## config.mk

```make
export PLATFORM = sky130hd
export DESIGN_NAME = ov7670_stream_gen
export DESIGN_NICKNAME = d
export VERILOG_FILES = /design/src/rtl/ov7670_gen_pkg.sv /design/src/rtl/ov7670_stream_gen_pattern.sv /design/src/rtl/ov7670_stream_gen.sv
export SDC_FILE = /design/constraint.sdc
export NUM_CORES = 1
export LEC_CHECK = 0
export BUFFER_PORTS_ARGS = -buffer_cell sky130_fd_sc_hd__buf_2
export CAP_MARGIN = 20
export CORE_ASPECT_RATIO = 1.1
export CORE_MARGIN = 4
export CORE_UTILIZATION = 60
export DETAILED_ROUTE_END_ITERATION = 12
export PLACE_DENSITY_LB_ADDON = 0.25
export SKIP_CTS_REPAIR_TIMING = 1
export SLEW_MARGIN = 20
export SYNTH_ARGS = -nofsm -noshare
export SYNTH_HDL_FRONTEND = slang
export SYNTH_HIERARCHICAL = 1
export SYNTH_SLANG_ARGS = --single-unit
```

## constraint.sdc

```tcl
create_clock -name clk -period 9.2 [get_ports clk]
set_input_delay 0.92 -clock clk [delete_from_list [all_inputs] [get_ports clk]]
set_output_delay 0.92 -clock clk [all_outputs]
set_load 0.03 [all_outputs]
```

## src/rtl/ov7670_gen_pkg.sv

```systemverilog
// Shared types and constants for the OV7670 stream generator and its pattern source.
package ov7670_gen_pkg;

  localparam int unsigned BYTES_PER_PIXEL = 2;

  localparam logic [11:0] BAR_WHITE   = 12'hFFF;
  localparam logic [11:0] BAR_YELLOW  = 12'hFF0;
  localparam logic [11:0] BAR_CYAN    = 12'h0FF;
  localparam logic [11:0] BAR_GREEN   = 12'h0F0;
  localparam logic [11:0] BAR_MAGENTA = 12'hF0F;
  localparam logic [11:0] BAR_RED     = 12'hF00;
  localparam logic [11:0] BAR_BLUE    = 12'h00F;
  localparam logic [11:0] BAR_BLACK   = 12'h000;

  localparam logic [11:0] ZEBRA_GREY  = 12'h888;

  typedef enum logic [2:0] {
    IDLE,
    VSYNC,
    VBACK,
    ACTIVE,
    VFRONT
  } state_t;

  typedef enum logic [1:0] {
    PAT_BARS,
    PAT_ZEBRA,
    PAT_RAMP,
    PAT_SOLID
  } pattern_t;

  // Colour of bar idx, left to right.
  function automatic logic [11:0] bar_rgb(input logic [2:0] idx);
    logic [11:0] rgb;
    case (idx)
      3'd0:    rgb = BAR_WHITE;
      3'd1:    rgb = BAR_YELLOW;
      3'd2:    rgb = BAR_CYAN;
      3'd3:    rgb = BAR_GREEN;
      3'd4:    rgb = BAR_MAGENTA;
      3'd5:    rgb = BAR_RED;
      3'd6:    rgb = BAR_BLUE;
      default: rgb = BAR_BLACK;
    endcase
    return rgb;
  endfunction

endpackage

```

## src/rtl/ov7670_stream_gen_pattern.sv

```systemverilog
// Combinational RGB444 test-pattern source: (x, y, frame nibble, pattern) -> pixel colour.
module ov7670_pattern_gen
  import ov7670_gen_pkg::*;
#(
  parameter int unsigned IMG_WIDTH  = 640,
  parameter int unsigned IMG_HEIGHT = 480,
  parameter int unsigned STRIPE_W   = 32,
  parameter logic [11:0] SOLID_RGB  = 12'hF00
) (
  input  logic [15:0] x,
  input  logic [15:0] y,
  input  logic [3:0]  f,
  input  pattern_t    pattern,
  output logic [11:0] rgb_c
);

  localparam int unsigned BAR_W    = (IMG_WIDTH >= 8) ? (IMG_WIDTH / 8) : 1;
  localparam int unsigned ZEBRA_Y0 = IMG_HEIGHT / 2;

  logic [31:0] bar_idx;
  logic        stripe_odd;

  assign bar_idx    = 32'(x) / BAR_W;
  assign stripe_odd = ((32'(x) / STRIPE_W) & 32'd1) != 32'd0;

  always_comb begin
    rgb_c = BAR_BLACK;
    case (pattern)
      PAT_BARS:  rgb_c = bar_rgb((bar_idx > 32'd7) ? 3'd7 : bar_idx[2:0]);
      PAT_ZEBRA: begin
        if (32'(y) < ZEBRA_Y0) rgb_c = ZEBRA_GREY;
        else                   rgb_c = stripe_odd ? BAR_BLACK : BAR_WHITE;
      end
      PAT_RAMP:  rgb_c = {x[3:0], y[3:0], f};
      default:   rgb_c = SOLID_RGB;
    endcase
  end

endmodule

```

## src/rtl/ov7670_stream_gen.sv

```systemverilog
// OV7670 camera emulator: PCLK/VSYNC/HREF/D stream carrying RGB444, two bytes per pixel.
// Optional frame_checksum output is built when OV7670_GEN_CHECKSUM_EN is defined.
module ov7670_stream_gen
  import ov7670_gen_pkg::*;
#(
  parameter int unsigned IMG_WIDTH     = 640,
  parameter int unsigned IMG_HEIGHT    = 480,
  parameter int unsigned H_BLANK       = 288,
  parameter int unsigned VSYNC_LINES   = 3,
  parameter int unsigned V_BACK_LINES  = 17,
  parameter int unsigned V_FRONT_LINES = 10,
  parameter int unsigned STRIPE_W      = 32,
  parameter logic [11:0] SOLID_RGB     = 12'hF00
) (
  input  logic        clk,
  input  logic        rst_n,
  input  logic        enable,
  input  logic [1:0]  pattern_sel,
  output logic        pclk,
  output logic        vsync,
  output logic        href,
  output logic [7:0]  d,
  output logic        frame_done,
  output logic [15:0] frame_count,
  output logic        busy
`ifdef OV7670_GEN_CHECKSUM_EN
  ,
  output logic [15:0] frame_checksum
`endif
);

  localparam int unsigned ACTIVE_SLOTS = BYTES_PER_PIXEL * IMG_WIDTH;
  localparam int unsigned LINE_SLOTS   = ACTIVE_SLOTS + H_BLANK;
  localparam int unsigned MAX_V01      = (VSYNC_LINES > V_BACK_LINES) ? VSYNC_LINES : V_BACK_LINES;
  localparam int unsigned MAX_V23      = (IMG_HEIGHT > V_FRONT_LINES) ? IMG_HEIGHT : V_FRONT_LINES;
  localparam int unsigned MAX_LINES    = (MAX_V01 > MAX_V23) ? MAX_V01 : MAX_V23;
  localparam int unsigned SLOT_W       = $clog2(LINE_SLOTS);
  localparam int unsigned LINE_W       = $clog2(MAX_LINES + 1);

  state_t              state_q, state_d;
  logic [SLOT_W-1:0]   slot_q, slot_d;
  logic [LINE_W-1:0]   line_q, line_d;
  pattern_t            pat_q, pat_d;

  logic                pclk_d, vsync_d, href_d, frame_done_d, busy_d;
  logic [7:0]          d_d;
  logic [15:0]         frame_count_d;

  logic                launch;
  logic                slot_last, line_end, frame_last;
  logic [15:0]         pix_x, pix_y;
  logic [11:0]         pix_rgb;

  assign slot_last  = (slot_q == SLOT_W'(LINE_SLOTS - 1));
  assign frame_last = (state_q == VFRONT) && line_end && slot_last;

  // Last line of the region the FSM is currently in.
  always_comb begin
    line_end = 1'b0;
    case (state_q)
      VSYNC:   line_end = (line_q == LINE_W'(VSYNC_LINES - 1));
      VBACK:   line_end = (line_q == LINE_W'(V_BACK_LINES - 1));
      ACTIVE:  line_end = (line_q == LINE_W'(IMG_HEIGHT - 1));
      VFRONT:  line_end = (line_q == LINE_W'(V_FRONT_LINES - 1));
      default: line_end = 1'b0;
    endcase
  end

  // Next-state: a slot is two clocks; the position advances (launch) as pclk falls.
  always_comb begin
    state_d       = state_q;
    slot_d        = slot_q;
    line_d        = line_q;
    pat_d         = pat_q;
    pclk_d        = 1'b0;
    frame_done_d  = 1'b0;
    frame_count_d = frame_count;
    launch        = 1'b0;
    case (state_q)
      IDLE: begin
        if (enable) begin
          state_d = VSYNC;
          slot_d  = '0;
          line_d  = '0;
          pat_d   = pattern_t'(pattern_sel);
          launch  = 1'b1;
        end
      end
      default: begin
        if (!pclk) begin
          pclk_d = 1'b1;
          if (frame_last) begin
            frame_done_d  = 1'b1;
            frame_count_d = frame_count + 16'd1;
          end
        end else begin
          launch = 1'b1;
          if (!slot_last) begin
            slot_d = slot_q + SLOT_W'(1);
          end else begin
            slot_d = '0;
            if (!line_end) begin
              line_d = line_q + LINE_W'(1);
            end else begin
              line_d = '0;
              case (state_q)
                VSYNC:  state_d = VBACK;
                VBACK:  state_d = ACTIVE;
                ACTIVE: state_d = VFRONT;
                default: begin
                  if (enable) begin
                    state_d = VSYNC;
                    pat_d   = pattern_t'(pattern_sel);
                  end else begin
                    state_d = IDLE;
                    launch  = 1'b0;
                  end
                end
              endcase
            end
          end
        end
      end
    endcase
    busy_d = (state_d != IDLE);
  end

  assign pix_x = 16'(slot_d >> 1);
  assign pix_y = 16'(line_d);

  ov7670_pattern_gen #(
    .IMG_WIDTH  (IMG_WIDTH),
    .IMG_HEIGHT (IMG_HEIGHT),
    .STRIPE_W   (STRIPE_W),
    .SOLID_RGB  (SOLID_RGB)
  ) u_pattern (
    .x       (pix_x),
    .y       (pix_y),
    .f       (frame_count[3:0]),
    .pattern (pat_q),
    .rgb_c   (pix_rgb)
  );

  // Byte serialisation for the slot being launched; even slot carries R, odd carries G,B.
  always_comb begin
    vsync_d = vsync;
    href_d  = href;
    d_d     = d;
    if (launch) begin
      vsync_d = (state_d == VSYNC);
      href_d  = (state_d == ACTIVE) && (slot_d < SLOT_W'(ACTIVE_SLOTS));
      if (!href_d)        d_d = 8'h00;
      else if (slot_d[0]) d_d = pix_rgb[7:0];
      else                d_d = {4'h0, pix_rgb[11:8]};
    end else if (state_d == IDLE) begin
      vsync_d = 1'b0;
      href_d  = 1'b0;
      d_d     = 8'h00;
    end
  end

  always_ff @(posedge clk or negedge rst_n) begin
    if (!rst_n) begin
      state_q     <= IDLE;
      slot_q      <= '0;
      line_q      <= '0;
      pat_q       <= PAT_BARS;
      pclk        <= 1'b0;
      vsync       <= 1'b0;
      href        <= 1'b0;
      d           <= 8'h00;
      frame_done  <= 1'b0;
      frame_count <= 16'd0;
      busy        <= 1'b0;
    end else begin
      state_q     <= state_d;
      slot_q      <= slot_d;
      line_q      <= line_d;
      pat_q       <= pat_d;
      pclk        <= pclk_d;
      vsync       <= vsync_d;
      href        <= href_d;
      d           <= d_d;
      frame_done  <= frame_done_d;
      frame_count <= frame_count_d;
      busy        <= busy_d;
    end
  end

`ifdef OV7670_GEN_CHECKSUM_EN
  logic [15:0] acc_q, acc_d, checksum_d;

  // Sum each pixel once, on its R-byte slot; publish at frame_done, clear on frame start.
  always_comb begin
    acc_d      = acc_q;
    checksum_d = frame_checksum;
    if (launch && (state_d == VSYNC) && (state_q != VSYNC)) acc_d = 16'd0;
    else if (launch && href_d && !slot_d[0])                acc_d = acc_q + 16'(pix_rgb);
    if (frame_done_d) checksum_d = acc_q;
  end

  always_ff @(posedge clk or negedge rst_n) begin
    if (!rst_n) begin
      acc_q          <= 16'd0;
      frame_checksum <= 16'd0;
    end else begin
      acc_q          <= acc_d;
      frame_checksum <= checksum_d;
    end
  end
`endif

endmodule

```

Word level (Yosys, flattened, before mapping)
Cells that the tools add are included.

Register bits after elaboration: 54. Bits of input ports: 5. Output and inout port bits: 29. Logic and storage cells: 101.

$add $sub $neg: 3. Div/mod/pow operators: 1. Magnitude comparators: 3. Eq/ne operators: 20. Mux-type cells: 46. Bitwise gates (word level): 2. Reduce and logical (&&, ||, !) cells: 15.

Operators with widths (number): $pmux W12 S7 (1); $mux W9 (5); $mux W11 (4); $pmux W12 S3 (1); $div A10 B7 Y32 const B (1); $gt A32 B3 Y1 const B (1); $mux W8 (4); $mux W12 (2); $mux W3 (6); $add A16 B1 Y16 const B (1); $eq A3 B2 Y1 const B (5); $mux W1 (15); $eq A3 B3 Y1 const B (4); $mux W2 (6); $add A11 B1 Y11 const B (1); $eq A11 B11 Y1 const B (1); $lt A11 B11 Y1 const B (1); $add A9 B1 Y9 const B (1); $eq A3 B1 Y1 const B (3); $eq A9 B2 Y1 const B (1); $eq A9 B4 Y1 const B (1); $eq A9 B5 Y1 const B (1); $eq A9 B9 Y1 const B (1); $logic_not A3 Y1 (3); 14 further kinds (20).

Depth between registers and ports, before layout
Depth after elaboration: 13. Gate-level depth with buffers: 28. Gate-level depth less buffers: 23.

Hierarchy
The synthesis kept the hierarchy.

By module, submodules not included: ov7670_stream_gen (times used 1, cells an instance 307, area each 3070.4 um^2, seq. area each 1351.3 um^2); ov7670_pattern_gen (times used 1, cells an instance 386, area each 2616.3 um^2, seq. area each 0.0 um^2).

Worst setup path after synthesis
Ideal clock, no wire load.

Path type: input to register. Start point: in enable. End point: reg d[0]. Setup time: 0.096 ns. Data arrival time: 4.791 ns. Data required time: 9.104 ns. Path slack: 4.313 ns. Cell stages on the path: 19. Path buffers: 3. Path through: or4_1 > clkbuf_1 > a21oi_2 > o21bai_1 > clkbuf_1 > or2_2 > nor3_1 > or4_4 > and4_4 > buf_6 > a211oi_1 > o31a_1 > a21boi_1 > o21ai_1 > nor3_1 > a31oi_1 > o31ai_1 > mux2i_1 > o31ai_1.

Word-level cells in the longest chain between the ends: 11. Elaborated cells between the ends (all ways): 40. Classes of those cells: div (1); order compare (3); eq/ne (7); mux (25); reduce/logical (4).

Ends and longest elaborated chain: start: declaration (line ov7670_stream_gen.sv:17) `input logic enable,`; $mux W11 (*) (line ov7670_stream_gen.sv:81) `if (enable) begin`; $mux W11 (*) (line ov7670_stream_gen.sv:79) `case (state_q)`; via slot_d[9] (line ov7670_stream_gen.sv:41) `logic [SLOT_W-1:0] slot_q, slot_d;`; $div A10 B7 Y32 (*) (line ov7670_stream_gen_pattern.sv:23) `assign bar_idx = 32'(x) / BAR_W;`; $gt A32 B3 Y1 (line ov7670_stream_gen_pattern.sv:29) `PAT_BARS: rgb_c = bar_rgb((bar_idx > 32'd7) ? 3'd7 : bar_idx[2:0]);`; $mux W3 (*) (line ov7670_stream_gen_pattern.sv:29); $eq A3 B3 Y1 (tied with other cells) (line ov7670_gen_pkg.sv:35) `case (idx)`; $pmux W12 S7 (*) (line ov7670_gen_pkg.sv:35); $pmux W12 S3 (*) (line ov7670_stream_gen_pattern.sv:28) `case (pattern)`; via pix_rgb[0] (line ov7670_stream_gen.sv:52) `logic [11:0] pix_rgb;`; $mux W8 (*) (line ov7670_stream_gen.sv:153) `else if (slot_d[0]) d_d = pix_rgb[7:0];`; $mux W8 (*) (line ov7670_stream_gen.sv:152) `if (!href_d) d_d = 8'h00;`; $mux W8 (*) (line ov7670_stream_gen.sv:149) `if (launch) begin`; end signal: assignment (line ov7670_stream_gen.sv:171) `d <= 8'h00;`; end signal: assignment (line ov7670_stream_gen.sv:183) `d <= d_d;`; end: declaration (line ov7670_stream_gen.sv:22) `output logic [7:0] d,`.

Mark *: on every way through the listed nets, which the timed path passes. The rest lies on a longest branch. A chain may end at the register's enable or synchronous reset.

Worst setup path in the final report
Start point: reg pclk. End point: reg d[0].

Word-level cells in the longest chain between the ends: 11. Elaborated cells between the ends (all ways): 31. Classes of those cells: div (1); order compare (3); eq/ne (7); mux (16); reduce/logical (4).

Ends and longest elaborated chain: start: declaration (line ov7670_stream_gen.sv:19) `output logic pclk,`; start signal: assignment (line ov7670_stream_gen.sv:180) `pclk <= pclk_d;`; $mux W11 (*) (line ov7670_stream_gen.sv:90) `if (!pclk) begin`; $mux W11 (*) (line ov7670_stream_gen.sv:79); via slot_d[10] (line ov7670_stream_gen.sv:41); $div A10 B7 Y32 (*) (line ov7670_stream_gen_pattern.sv:23); $gt A32 B3 Y1 (line ov7670_stream_gen_pattern.sv:29); $mux W3 (*) (line ov7670_stream_gen_pattern.sv:29); $eq A3 B3 Y1 (tied with other cells) (line ov7670_gen_pkg.sv:35); $pmux W12 S7 (*) (line ov7670_gen_pkg.sv:35); $pmux W12 S3 (*) (line ov7670_stream_gen_pattern.sv:28); via pix_rgb[0] (line ov7670_stream_gen.sv:52); $mux W8 (*) (line ov7670_stream_gen.sv:153); $mux W8 (*) (line ov7670_stream_gen.sv:152); $mux W8 (*) (line ov7670_stream_gen.sv:149).

Marks and branches as above.

==> reports/results.tsv <==
metric	value	unit
status	completed	
Power Total	1.00	mW
cells after synthesis	693	
grt ovf	0	
footprint of the multi-input gates	4160	µm²
Die W	101	µm
H-tree depth	2	
clock sinks	54	
routed vias	5649	
fin util	64.9	%
DR pass1 iterations	5	
reg2reg setup slack	3410	ps
Synth top area share	23.8	%
CTS Buf Count	5	
top-count cell post-synth	nand2_1	
Crit Path Class	flip-flop to flip-flop	
num ports	34	
Rel. slew slack	31.5	%
largest net degree at the start of global routing	41	
Seq pwr share	28.1	%
worst-case reg-to-reg path depth	18	
Avg Inst Size Synth	8.21	µm²
clock latency on the worst-skew pair	320	ps
vias per inst	6.68	
Yosys cell types	112	
Initial Util	61.1	%
final hold viol count	0	
cell-internal power	0.527	mW
combinational share of power	57.5	%
Power per Cell Area	166	nW/µm²
fillers	814	
clk slew on worst S/H paths	110	ps
Final setup viols	0	
routed len/inst	17.9	µm
drt initial violations	324	
crit path DAT	6010	ps
final net count	737	
first-pass GRT wire length	24900	µm
Final period util	63.0	%
Final min period	5790	ps
ys async rst share	100	%
sequential cell area fraction in the yosys report	23.8	%
worst slew pin tran	1000	ps
max-cap violations	0	
Die Height	110	µm
Switching Share	47.5	%
FF+latch area	1350	µm²
deepest clock path buffer count	2	
n_diodes	0	
Area Overhead vs Synth	6.16	%
initial antenna violation count	0	
vias in the first global route	5343	
Ys Warns	6	
worst clock skew	9.94	ps
Sw Pwr	0.477	mW
Min-Delay Endpoint	frame_count[15]	
antenna-violating nets left	0	
worst vdd ir	100	µV
HP Start	frame_count[15]	
Hold Path Stages	1	
Post-Syn Area	5690	µm²
Core ar.	9310	µm²
post-DP HPWL	11500	µm
CTS tree	done	
top area cells in the synthesized netlist	dfrtp_1 (24%), nand2_1 (5.1%), o31ai_1 (3.0%)	
Final Wtd Congestion	0.890	
residual DRC count	0	
DIE AREA	11100	µm²
CP endpoint kind	flip-flop	
fin. max-slew vios	0	
crit path max fanout	15	
Max Clk Rate	173	MHz
Rows	37	
fraction of layout cells with a size suffix above 1	15.4	%
leading area contributor after synthesis	dfrtp_1	
Lkg Pwr	2.55	nW
register bit total from synthesis	54	
unrepaired setup endpoints after global routing	no	
CP Launch Type	flip-flop	
min-delay worst type	flip-flop to flip-flop	
commonest cells in the netlist	nand2_1 (78), dfrtp_1 (54), nor2_1 (42)	
Total Routed Length	15100	µm
Post-synth EDFFs	0	
Reg-to-Reg End	d[0]	
Tot GR Track Use	27.2	%
clk root buf	clkbuf_8	
Worst EP required	9410	ps
FF-to-FF Start	pclk	
Clock power frac	14.4	%
IO buf count	33	
Synth Flop Type	dfrtp_1	
setup_tns	0	ps
-- flip-flops by register name, indices dropped and copies added, names as in the netlist --
| name | count |
|---|---|
| vsync | 1 |
| slot_q | 11 |
| frame_count | 16 |
| pat_q | 2 |
| state_q | 3 |
| href | 1 |
| line_q | 9 |
| pclk | 1 |
| d | 8 |
| frame_done | 1 |
| busy | 1 |
-- per-stage QoR --
stage	instance area (µm²)	hold slack, ps	worst slack (ps)	cells
2_1_floorplan	5790	511	4310	721
3_3_place_gp	5940	453	3670	838
3_5_place_dp	5940	465	3460	838
4_1_cts	6030	484	3490	846
5_1_grt	6040	508	2890	846
6_report	6040	479	3410	846
-- power groups by stage --
stage	combinational, mW	sequential [mW]	clock, mW
final	0.577	0.282	0.144
after global routing	0.631	0.285	0.157
after CTS	0.509	0.281	0.149
after detailed placement	0.507	0.285	0
after global placement	0.497	0.285	0
after floorplan	0.463	0.279	0
-- worst max path at each step --
stage	from	end	slack [ps]	depth (start not counted)
after floorplan	enable	d[0]	4310	19
after global placement	enable	d[1]	3670	18
after detailed placement	enable	d[0]	3460	18
after CTS	pclk	d[0]	3490	16
after global routing	pclk	d[2]	2890	18
final	pclk	d[0]	3410	18
-- cell families after synthesis --
family	Yosys count	synth area share (%)
flip-flops	54	23.8
other	1	0.0659
XOR/XNOR	30	4.62
AND/OR/NAND/NOR	292	29.4
adder cells (fa/ha/maj)	7	1.41
multiplexers	17	3.12
AO/OA/AOI/OAI	232	32.4
buffers and inverters	60	5.19
-- critical path: stages (launching register included) --
cell and delay [ps]:
dfrtp_1 650, nand4_2 340, o31ai_4 720, a21oi_1 140, or2_2 470, inv_1 310
nand2_1 140, mux2i_1 200, or4_4 170, and4_4 290, a211oi_1 100, nor3_1 630
and4_1 340, o21ai_1 110, nor3_1 280, a31oi_1 150, o31ai_1 270, mux2i_1 110
o31ai_1 260
-- cell usage in the layout, fill, tap and decap left out, types with 14 or more instances in the layout --
cell      synthesis  layout
nand2_1          78      78
dfrtp_1          54      54
nor2_1           42      42
a21oi_1          33      33
buf_2             7      33
nand3_1          30      30
conb_1            1      29
o21ai_0          27      27
nand4_1          24      24
o31ai_1          23      23
inv_1            21      21
nor3_1           18      18
xnor2_1          18      18
and3_1           14      14
o211ai_1         14      14
-- cell type report --
cell class                      instances  share of cell area (%)
Clock inverter                          3                   0.477
Timing Repair Buffer                   38                    3.36
Clock buffer                            5                    1.14
Sequential cell                        54                    22.4
Tap cell                              117                    2.42
Inverter                               22                    1.37
Multi-Input combinational cell        607                    68.8
-- routing by layer --
layer  routed length (µm)  GRT usage (%)  vias to the layer above
li1                     -              -                     2726
met1                 6230           33.0                     2671
met2                 7530           47.2                      205
met3                  674           1.95                       47
met4                  668           15.7                        0
met5                    0              0                        -
Note: power is estimated with default switching activity, not from simulation.
